===== config.mk =====
export PLATFORM = sky130hd
export DESIGN_NAME = column_prefetch_buffer
export DESIGN_NICKNAME = d
export VERILOG_FILES = /design/src/rtl/holo_pkg.sv /design/src/rtl/column_bank_ram.sv /design/src/rtl/column_prefetch_buffer.sv
export SDC_FILE = /design/constraint.sdc
export NUM_CORES = 2
export LEC_CHECK = 0
export BUFFER_PORTS_ARGS = -buffer_cell sky130_fd_sc_hd__buf_2
export CORE_AREA = 2 2 454 456
export CTS_BUF_LIST = sky130_fd_sc_hd__clkbuf_8
export DETAILED_ROUTE_END_ITERATION = 8
export DIE_AREA = 0 0 456 458
export PLACE_DENSITY = 0.62
export RECOVER_POWER = 25
export SYNTH_ARGS = -nofsm -noshare
export SYNTH_HDL_FRONTEND = slang
export SYNTH_SLANG_ARGS = --single-unit

===== constraint.sdc =====
create_clock -name clk -period 3.24 [get_ports clk]
set_input_delay 0.486 -clock clk [delete_from_list [all_inputs] [get_ports clk]]
set_output_delay 0.486 -clock clk [all_outputs]
set_load 0.005 [all_outputs]

===== src/rtl/holo_pkg.sv =====
// Shared constants and types for the POV column prefetch path.
package holo_pkg;
  localparam int LED_COUNT  = 52;
  localparam int TEX_WIDTH  = 64;
  localparam int NUM_FRAMES = 30;
  localparam int PIX_W      = 24;
  localparam int ROM_LAT    = 1;
  localparam int FRAME_SIZE = TEX_WIDTH * LED_COUNT;
  localparam int ADDR_W     = $clog2(FRAME_SIZE * NUM_FRAMES);
  localparam int IDX_W      = $clog2(LED_COUNT);
  localparam int CNT_W      = $clog2(LED_COUNT + ROM_LAT + 1);

  typedef logic [PIX_W-1:0] pixel_t;
  typedef enum logic [1:0] {IDLE, FILL, READY} state_t;
endpackage


===== src/rtl/column_bank_ram.sv =====
// One column bank: LED_COUNT pixels, one write port, one registered read port.
module column_bank_ram
  import holo_pkg::*;
(
  input  logic             clk,
  input  logic             reset_n,
  input  logic             we,
  input  logic [IDX_W-1:0] wr_idx,
  input  pixel_t           wr_data,
  input  logic [IDX_W-1:0] rd_idx,
  output pixel_t           rd_data
);
  pixel_t mem [LED_COUNT];

  // Fill-side write; contents are never cleared.
  always_ff @(posedge clk) begin
    if (we) mem[wr_idx] <= wr_data;
  end

  // Display-side read, one cycle latency.
  always_ff @(posedge clk or negedge reset_n) begin
    if (!reset_n) rd_data <= '0;
    else          rd_data <= mem[rd_idx];
  end
endmodule


===== src/rtl/column_prefetch_buffer.sv =====
// Ping-pong column buffer: fills the idle bank from texture ROM, swaps on strip refresh.
module column_prefetch_buffer
  import holo_pkg::*;
(
  input  logic              clk,
  input  logic              reset_n,
  input  logic [5:0]        theta,
  input  logic [7:0]        frame_idx,
  input  logic              frame_sync,
  input  logic [5:0]        px_num,
  output pixel_t            pixel,
  output logic [ADDR_W-1:0] rom_addr,
  input  pixel_t            rom_data,
  output logic              col_valid,
  output logic              fill_busy,
  output logic [7:0]        overrun
);
  localparam logic [CNT_W-1:0]  FILL_LAST  = CNT_W'(LED_COUNT + ROM_LAT - 1);
  localparam logic [CNT_W-1:0]  CNT_LC     = CNT_W'(LED_COUNT);
  localparam logic [CNT_W-1:0]  IDX_LAST   = CNT_W'(LED_COUNT - 1);
  localparam logic [5:0]        PX_LIM     = 6'(LED_COUNT);
  localparam logic [7:0]        FRM_LIM    = 8'(NUM_FRAMES);
  localparam logic [ADDR_W-1:0] FRAME_SZ_A = ADDR_W'(FRAME_SIZE);
  localparam logic [ADDR_W-1:0] TEX_W_A    = ADDR_W'(TEX_WIDTH);

  state_t             state_q, state_d;
  logic               latch, swap, changed, issue;
  logic               force_fill, disp_bank;
  logic [5:0]         last_theta;
  logic [7:0]         last_frame, req_f;
  logic [CNT_W-1:0]   cnt, fill_idx;
  logic [ROM_LAT-1:0]             vld_pipe;
  logic [ROM_LAT-1:0][IDX_W-1:0]  idx_pipe;
  logic [1:0]         bank_we;
  pixel_t [1:0]       rd_data;
  logic [IDX_W-1:0]   rd_idx;
  logic               blank_q, bank_q;

  assign changed   = force_fill || (theta != last_theta) || (frame_idx != last_frame);
  assign fill_busy = (state_q == FILL);
  // cnt runs past LED_COUNT-1 while waiting for ROM data; hold the address on the last pixel.
  assign fill_idx  = (cnt < CNT_LC) ? cnt : IDX_LAST;
  assign issue     = (state_q == FILL) && (cnt < CNT_LC);
  assign rom_addr  = ADDR_W'(req_f) * FRAME_SZ_A + ADDR_W'(fill_idx) * TEX_W_A
                   + ADDR_W'(last_theta);

  // State register.
  always_ff @(posedge clk or negedge reset_n) begin
    if (!reset_n) state_q <= IDLE;
    else          state_q <= state_d;
  end

  // Next state: a request change always relatches, except that a swap in READY wins.
  always_comb begin
    state_d = state_q;
    latch   = 1'b0;
    swap    = 1'b0;
    case (state_q)
      IDLE:  if (changed) begin latch = 1'b1; state_d = FILL; end
      FILL:  if (changed) latch = 1'b1;
             else if (cnt == FILL_LAST) state_d = READY;
      READY: if (frame_sync) begin swap = 1'b1; state_d = IDLE; end
             else if (changed) begin latch = 1'b1; state_d = FILL; end
      default: state_d = IDLE;
    endcase
  end

  // Request latch, fill counter, bank select, column-valid and overrun counter.
  always_ff @(posedge clk or negedge reset_n) begin
    if (!reset_n) begin
      force_fill <= 1'b1;
      last_theta <= '0;
      last_frame <= '0;
      req_f      <= '0;
      cnt        <= '0;
      disp_bank  <= 1'b0;
      col_valid  <= 1'b0;
      overrun    <= '0;
    end else begin
      if (latch) begin
        last_theta <= theta;
        last_frame <= frame_idx;
        req_f      <= (frame_idx < FRM_LIM) ? frame_idx : 8'd0;
        force_fill <= 1'b0;
        cnt        <= '0;
      end else if (state_q == FILL) begin
        cnt <= cnt + CNT_W'(1);
      end
      if (swap) begin
        disp_bank <= ~disp_bank;
        col_valid <= 1'b1;
      end
      if ((state_q == FILL) && frame_sync && (overrun != 8'hFF))
        overrun <= overrun + 8'd1;
    end
  end

  // Write index/valid delay line matching the ROM read latency.
  always_ff @(posedge clk or negedge reset_n) begin
    if (!reset_n) begin
      vld_pipe <= '0;
      idx_pipe <= '0;
    end else begin
      vld_pipe[0] <= issue;
      idx_pipe[0] <= IDX_W'(fill_idx);
      for (int k = 1; k < ROM_LAT; k++) begin
        vld_pipe[k] <= vld_pipe[k-1];
        idx_pipe[k] <= idx_pipe[k-1];
      end
    end
  end

  assign rd_idx = (px_num < PX_LIM) ? IDX_W'(px_num) : '0;

  for (genvar b = 0; b < 2; b++) begin : g_bank
    assign bank_we[b] = vld_pipe[ROM_LAT-1] && (disp_bank == (b == 0));
    column_bank_ram u_ram (
      .clk     (clk),
      .reset_n (reset_n),
      .we      (bank_we[b]),
      .wr_idx  (idx_pipe[ROM_LAT-1]),
      .wr_data (rom_data),
      .rd_idx  (rd_idx),
      .rd_data (rd_data[b])
    );
  end

  // Blanking and bank select registered alongside the RAM read.
  always_ff @(posedge clk or negedge reset_n) begin
    if (!reset_n) begin
      blank_q <= 1'b1;
      bank_q  <= 1'b0;
    end else begin
      blank_q <= !(col_valid && (px_num < PX_LIM));
      bank_q  <= disp_bank;
    end
  end

  assign pixel = blank_q ? '0 : rd_data[bank_q];
endmodule


Yosys cells after proc, flatten, opt, wreduce, memory -nomap -nowiden
Memories as Yosys holds them, arrays and structs flattened. A register that Yosys moved wholly into a read port is not among the register bits.
Cells that the tools add are included.
Operators by class
  divide/modulo/power cells: 0
  reduce and logical (&&, ||, !) cells: 15
  bitwise operators: 1
  shift operators: 0
  $add $sub $neg: 4
  mux-type cells: 22
  $lt $le $gt $ge: 4
  eq/ne operators: 8
  multipliers: 1
Operators by type and width (count)
  2-to-1 mux 24 bit: 3
  2-to-1 mux 6 bit: 4
  adder 17 x 12 -> 17 bit: 1
  adder 17 x 6 -> 17 bit: 1
  less-than comparator 6 bit, second input constant: 2
  multiplier 8 x 4 -> 9 bit, second input constant: 1
  adder 8 x 1 -> 8 bit, second input constant: 1
  less-than comparator 8 x 5 -> 1 bit, second input constant: 1
  2-to-1 mux 1 bit: 8
  2-to-1 mux 2 bit: 4
  2-to-1 mux 8 bit: 1
  != test 8 bit: 1
  != test 8 bit, second input constant: 1
  adder 6 x 1 -> 6 bit, second input constant: 1
  equality test 6 bit, second input constant: 1
  logical AND 1 bit: 6
  != test 6 bit: 1
  case mux 2 bit (3 select lines): 1
  zero test 1 bit: 3
  equality test 2 x 1 -> 1 bit, second input constant: 1
  equality test 2 bit, second input constant: 1
  zero test 2 bit: 1
  logical OR 1 bit: 2
  less-than comparator 1 x 2 -> 1 bit, second input constant: 1
  7 further kinds: 7
Word-level totals
  ROM bits: 0
  input port bits: 47
  RAM bits: 2496
  latch bits: 0
  output and inout bits: 51
  memories kept: 2
  bits in registers: 50
  word-level logic and storage cells: 70
Memories
  g_bank[0].u_ram.mem: depth 52, bits a word 24, rd ports 1, clocked after memory_dff 1, wr ports 1, RTL line column_bank_ram.sv:13  | pixel_t mem [LED_COUNT];
  g_bank[1].u_ram.mem: depth 52, bits a word 24, rd ports 1, clocked after memory_dff 1, wr ports 1, RTL line column_bank_ram.sv:13

Logic depth before layout (Yosys ltp)
  word-level depth: 7
  mapped depth: 11
  depth with buffers taken out: 11

By module
Synthesis repeated with hierarchy kept, for this count alone.
Unflattened totals
  cells, all modules: 4644
  area total of the unflattened synthesis: 99507.9 µm²
By module, submodules not included
  column_bank_ram: area an instance 48137.4 µm², seq. area each 38076.5 µm², instances 2, cells each 2167
  column_prefetch_buffer: area an instance 3233.1 µm², seq. area each 1253.7 µm², instances 1, cells each 310

Least setup slack after synthesis
Ideal clock, no wire load.
  path kind: reg-to-output
  start point: reg req_f[1]
  end point: out rom_addr[16]
  data required time: 2754 ps
  path slack: 243 ps
  data arrival time: 2511 ps
  buffers on the path: 0
  stages on the path, launching flop included: 9
  path through: dfrtp_1 > ha_1 > fa_1 > inv_1 > fa_1 > xor2_1 > nor3_1 > and3_1 > xnor3_1
Between the ends
  longest elaborated chain between the ends: 3
RTL lines
  start, declared: RTL line column_prefetch_buffer.sv:30  | logic [7:0] last_frame, req_f;
  start signal, assigned: RTL line column_prefetch_buffer.sv:83  | req_f <= (frame_idx < FRM_LIM) ? frame_idx : 8'd0;
  multiplier 8 x 4 -> 9 bit: RTL line column_prefetch_buffer.sv:44  | assign rom_addr = ADDR_W'(req_f) * FRAME_SZ_A + ADDR_W'(fill_idx) * TEX_W_A
  adder 17 x 12 -> 17 bit: RTL line column_prefetch_buffer.sv:44
  adder 17 x 6 -> 17 bit: RTL line column_prefetch_buffer.sv:45  | + ADDR_W'(last_theta);
  end, declared: RTL line column_prefetch_buffer.sv:12  | output logic [ADDR_W-1:0] rom_addr,
Every way passes these cells.

Final worst setup path
  start point: reg req_f[2]
  end point: out rom_addr[16]
The elaborated chain is that of the path after synthesis.

==> results <==
- The flow ran to the end, but the final reports show violations.
- The checks that failed: max-capacitance violations, max-slew violations, negative setup slack.
- The synthesized net count is just over 6000.
- The leakage power is ~40 nW.
- The max-cap check violation count is 23.
- The biggest fanout along the worst timing path is 2.
- The data arrival at the endpoint of the critical path is 3.68 ns.
- The part of the cycle the worst path needs is 129%.
- Sequential cells were found to cover roughly 76% of the synthesized design area.
- The post-synthesis sequential element count is roughly 2600.
- The maximum level of the CTS H-tree is 5.
- The clock transition at the registers of the reported paths is 0.06 ns.
- The final number of setup-violating endpoints is 6.
- The number of standard cells after synthesis is 6054.
- The critical path in this run is classified as reg -> out.
- The design draws 69.3 mW.
- The startpoint of the worst hold path is theta[5].
- For this design the total switching power over the nets is between 15 and 20 mW.
- The total wire length is between 200 and 300 mm.
- Summing over every cut layer, the via total after detailed routing is a little over 60000.
- The maximum resistive drop on vdd is around 0.46 mV.
- In this run the core area contains 166 standard-cell rows.
- For this run, the post-layout net count is slightly below 7000.
- The startpoint of the worst register-to-register path is disp_bank.
- TritonCTS created between 400 and 500 clock buffers.
- The class of the tightest hold or removal check is in -> reg.
- The deepest clock path buffer count is 4.
- The final HPWL from detailed placement is 179 mm.
- The internal power of the cells totals 52.7 mW.
- Counting instances, the worst hold path has a depth of 3.
- The most critical setup path has its startpoint at req_f[2].
- The layout cell share with drive strength beyond 1 is 21.6%.
- The weighted congestion at the end of routability-driven global placement is slightly above 0.9.
- In this run, synthesis inferred around 2500 flip-flops with an integrated enable.
- The final core utilization is between 50 and 60%.
- The share of total power dissipated in the clock network is 38.7%.
- The number of nets with antenna violations after routing is 0.
- Leaving out filler cells and counting taps, the final layout contains around 10000.
- The number of pins exceeding their max-slew limit in the final report is between 1000 and 1500.
- Net switching is a little under a quarter of the power.
- In the post-route analysis, the smallest setup slack over all paths is -0.929 ns.
- The first routing iteration left around 8000 violations.
- The peak per-stage delay on the critical path is about 0.53 ns.
- The length in cells of the worst reg-to-reg path is 4.
- The clock insertion delay at the later pin of the skew report is between 1 and 1.5 ns.
- For the worst setup path, the data required time is roughly 2.8 ns.
- The mean routed wirelength per cell is 30.7 um.
- The largest net degree at the start of global routing is approximately 110.
- Among all stages on the critical path, the largest delay is contributed by fa_1.
- Once placement completed, the tool counted placed cells totaling between 8000 and 9000.
- In this run the power density over the cells is 589 nW/um^2.
- The fraction of registers with async set or reset after synthesis is roughly 3.8%.
- The number of distinct library cell variants in the gate-level netlist after synthesis is 60.
- The netlist area before placement is around 100000 um^2.
- The mean area per synthesized cell is approximately 17 um^2.
- During synthesis, Yosys emitted a total of 0 warnings.
- The pre-CTS setup slack is -0.457 ns.
- The clock tree from TritonCTS is yes.
- The time the final worst path needs with I/O delays and setup is ~4.2 ns.
- The number of detailed-route iterations in the first pass is 9.
- The routed via count divided by cell count is between 6 and 7.
- The initial antenna violation count was 20.
- The post-detailed-route DRC marker count is 0.
- The y dimension of the die is about 460 um.
- The die width is roughly 460 um.
- Setup repair after global routing could not meet its margin everywhere.
- The total buffers and inverters traversed by the critical path is 2.
- Derived from the worst setup path, the maximum achievable clock frequency is ~240 MHz.
- The quantity of I/O buffers inserted on ports is a little under 100.
- The overflow left after global routing is 0.
- The startpoint class of the critical path is a flop.
- The cell family with the largest share of critical-path delay is adder cells.
- The total number of clock tree sinks is about 2600.
- The cell count along the critical path is 11.
- The signal on the critical path passes through ha_4 -> fa_1 -> inv_2 -> fa_2 -> nor2b_1 -> o21a_1 -> nor2_2 -> xnor2_1 -> and3_1 -> xnor3_1 -> buf_2.
- Combinational cells account for 7.7% of the total power.
- In this run the count of I/O pins placed on the die edge is 98.
- The global-route total usage across every layer is roughly 28%.
- The predominant post-synthesis flop cell is edfxtp_1.
- The via count of the first global-routing pass is around 59000.
- The number of hold-slack violations in the final timing report is 0.
- The die covers around 210000 um^2.
- The transition at the pin with the smallest max-transition slack is ~3.2 ns.
- Relative to the synthesized area, the layout overhead comes to 15.6%.
- On the final layout, the worst clock skew is 0.108 ns.
- Once the floorplan was initialized, standard cells occupied between 40% and 50% of the core.
- The kind of end point of the critical path is an output port.
- The proportion of power drawn by flip-flops and latches is 53.7%.
- The standard cell core area is between 200000 and 250000 um^2.
- The relative slew slack is -111%.
- The first global-routing pass estimated about 430 mm of wire.
- The tree is rooted in a clkbuf_8.
cell usage in the layout, fill, tap and decap left out, drive strengths merged, types with 40 or more instances in the layout:
cell         count
o221ai         143
mux4           240
nor3            49
inv            147
a221o           48
a221oi          48
dfrtp           96
buf            564
a21oi           63
o211ai         145
a32oi           48
nand2          715
nor2           288
a31oi           48
o32ai           48
clkbuf         494
edfxtp        2496
nor2b           51
o22ai           49
and3           100
o21ai          299
a21o            52
dlygate4sd3     40
a2111oi         48
clkinv         164
nand3          150
mux2i          264
repair_timing:
item,4_1_cts,5_1_grt
buffers inserted,7,3
resized for setup,21,7
endpoints found under the setup margin,31,7
hold buffers,41,0
endpoints found under the hold margin,765,0
pin swaps,8,11
path summary, 6_finish.rpt:
path / end / slack [ns]
worst min-delay path: last_theta[5] / 0.20
worst max-delay path: rom_addr[16] / -0.93
max in group asynchronous: bank_q / 0.04
worst max register to register: g_bank[1].u_ram.mem[8][1] / 0.56
min in group asynchronous: force_fill / 0.96
worst min register to register: bank_q / 0.47
power groups by stage:
stage	clock network (mW)	logic, mW	registers (mW)
finish	26.8	5.31	37.2
global route	28.6	5.57	37.1
CTS	27.2	5.31	37.1
detailed placement	0	5.23	37.8
global placement	0	5.18	37.8
floorplan	0	2.34	37.7
synthesized netlist by cell type, types with 52 or more instances:
cell      number  area (um^2)
clkbuf_1     247          927
buf_2        139          696
mux4_2       240         5410
edfxtp_1    2496        75000
nor2_1       288         1080
o211ai_1     144         1080
dfrtp_1       96         2400
o21ai_0      297         1490
o221ai_1     143         1250
a21o_1        52          390
mux2i_1      264         2640
a21oi_1       63          315
nand3_1      150          751
and3_1       100          626
nand2_1      714         2680
cell families (layout without fill, tap and decap cells):
| kind of cell | Yosys count | in the layout | synth area share [%] |
|---|---|---|---|
| compound gates | 1056 | 1056 | 7.39 |
| xor+xnor | 39 | 39 | 0.350 |
| fa+ha+maj | 25 | 25 | 0.352 |
| buf+inv | 437 | 1429 | 1.85 |
| flops | 2594 | 2594 | 76.1 |
| mux | 519 | 519 | 8.08 |
| other cells | 0 | 6 | 0 |
| simple gates | 1384 | 1384 | 5.83 |
metal layers:
metal  vias up  part of all wire, %  track usage, %
met3       520                  9.8            6.40
met5         -                0.025               0
met4        12                  3.8            11.0
li1      25400                    -               -
met1     31200                   39            38.5
met2      3217                   47            45.0
layout make-up:
| cell class | instances | area, um^2 |
|---|---|---|
| flip-flops and latches | 2594 | 77400 |
| inverters | 20 | 82.6 |
| multi-input cells | 3023 | 23000 |
| well taps | 2688 | 3360 |
| clock inverters | 309 | 1630 |
| fillers | 15400 | 86200 |
| clock buffers | 453 | 6230 |
| diodes | 6 | 15.0 |
| repair buffers | 647 | 5860 |
flip-flops by register name (all words and copies together), names as in the netlist, 2 cells and up:
name,flops
idx_pipe,6
req_f,8
last_frame,8
g_bank.u_ram.rd_data,48
state_q,2
last_theta,6
cnt,6
g_bank.u_ram.mem,2496
overrun,8
stage by stage:
step           setup TNS, ns  area [um^2]  hold slack, ns
2_1_floorplan              0       102000           0.190
3_3_place_gp           -3.79       109000           0.472
3_5_place_dp           -3.86       109000           0.485
4_1_cts                -4.26       118000         0.00132
5_1_grt                -5.02       118000           0.161
6_report               -3.76       118000           0.198
worst min-delay path, cell delays in order:
cell and delay, ns:
dlygate4sd3_1 0.52, buf_2 0.11, mux2_2 0.13
Note: power is estimated with default switching activity, not from simulation.
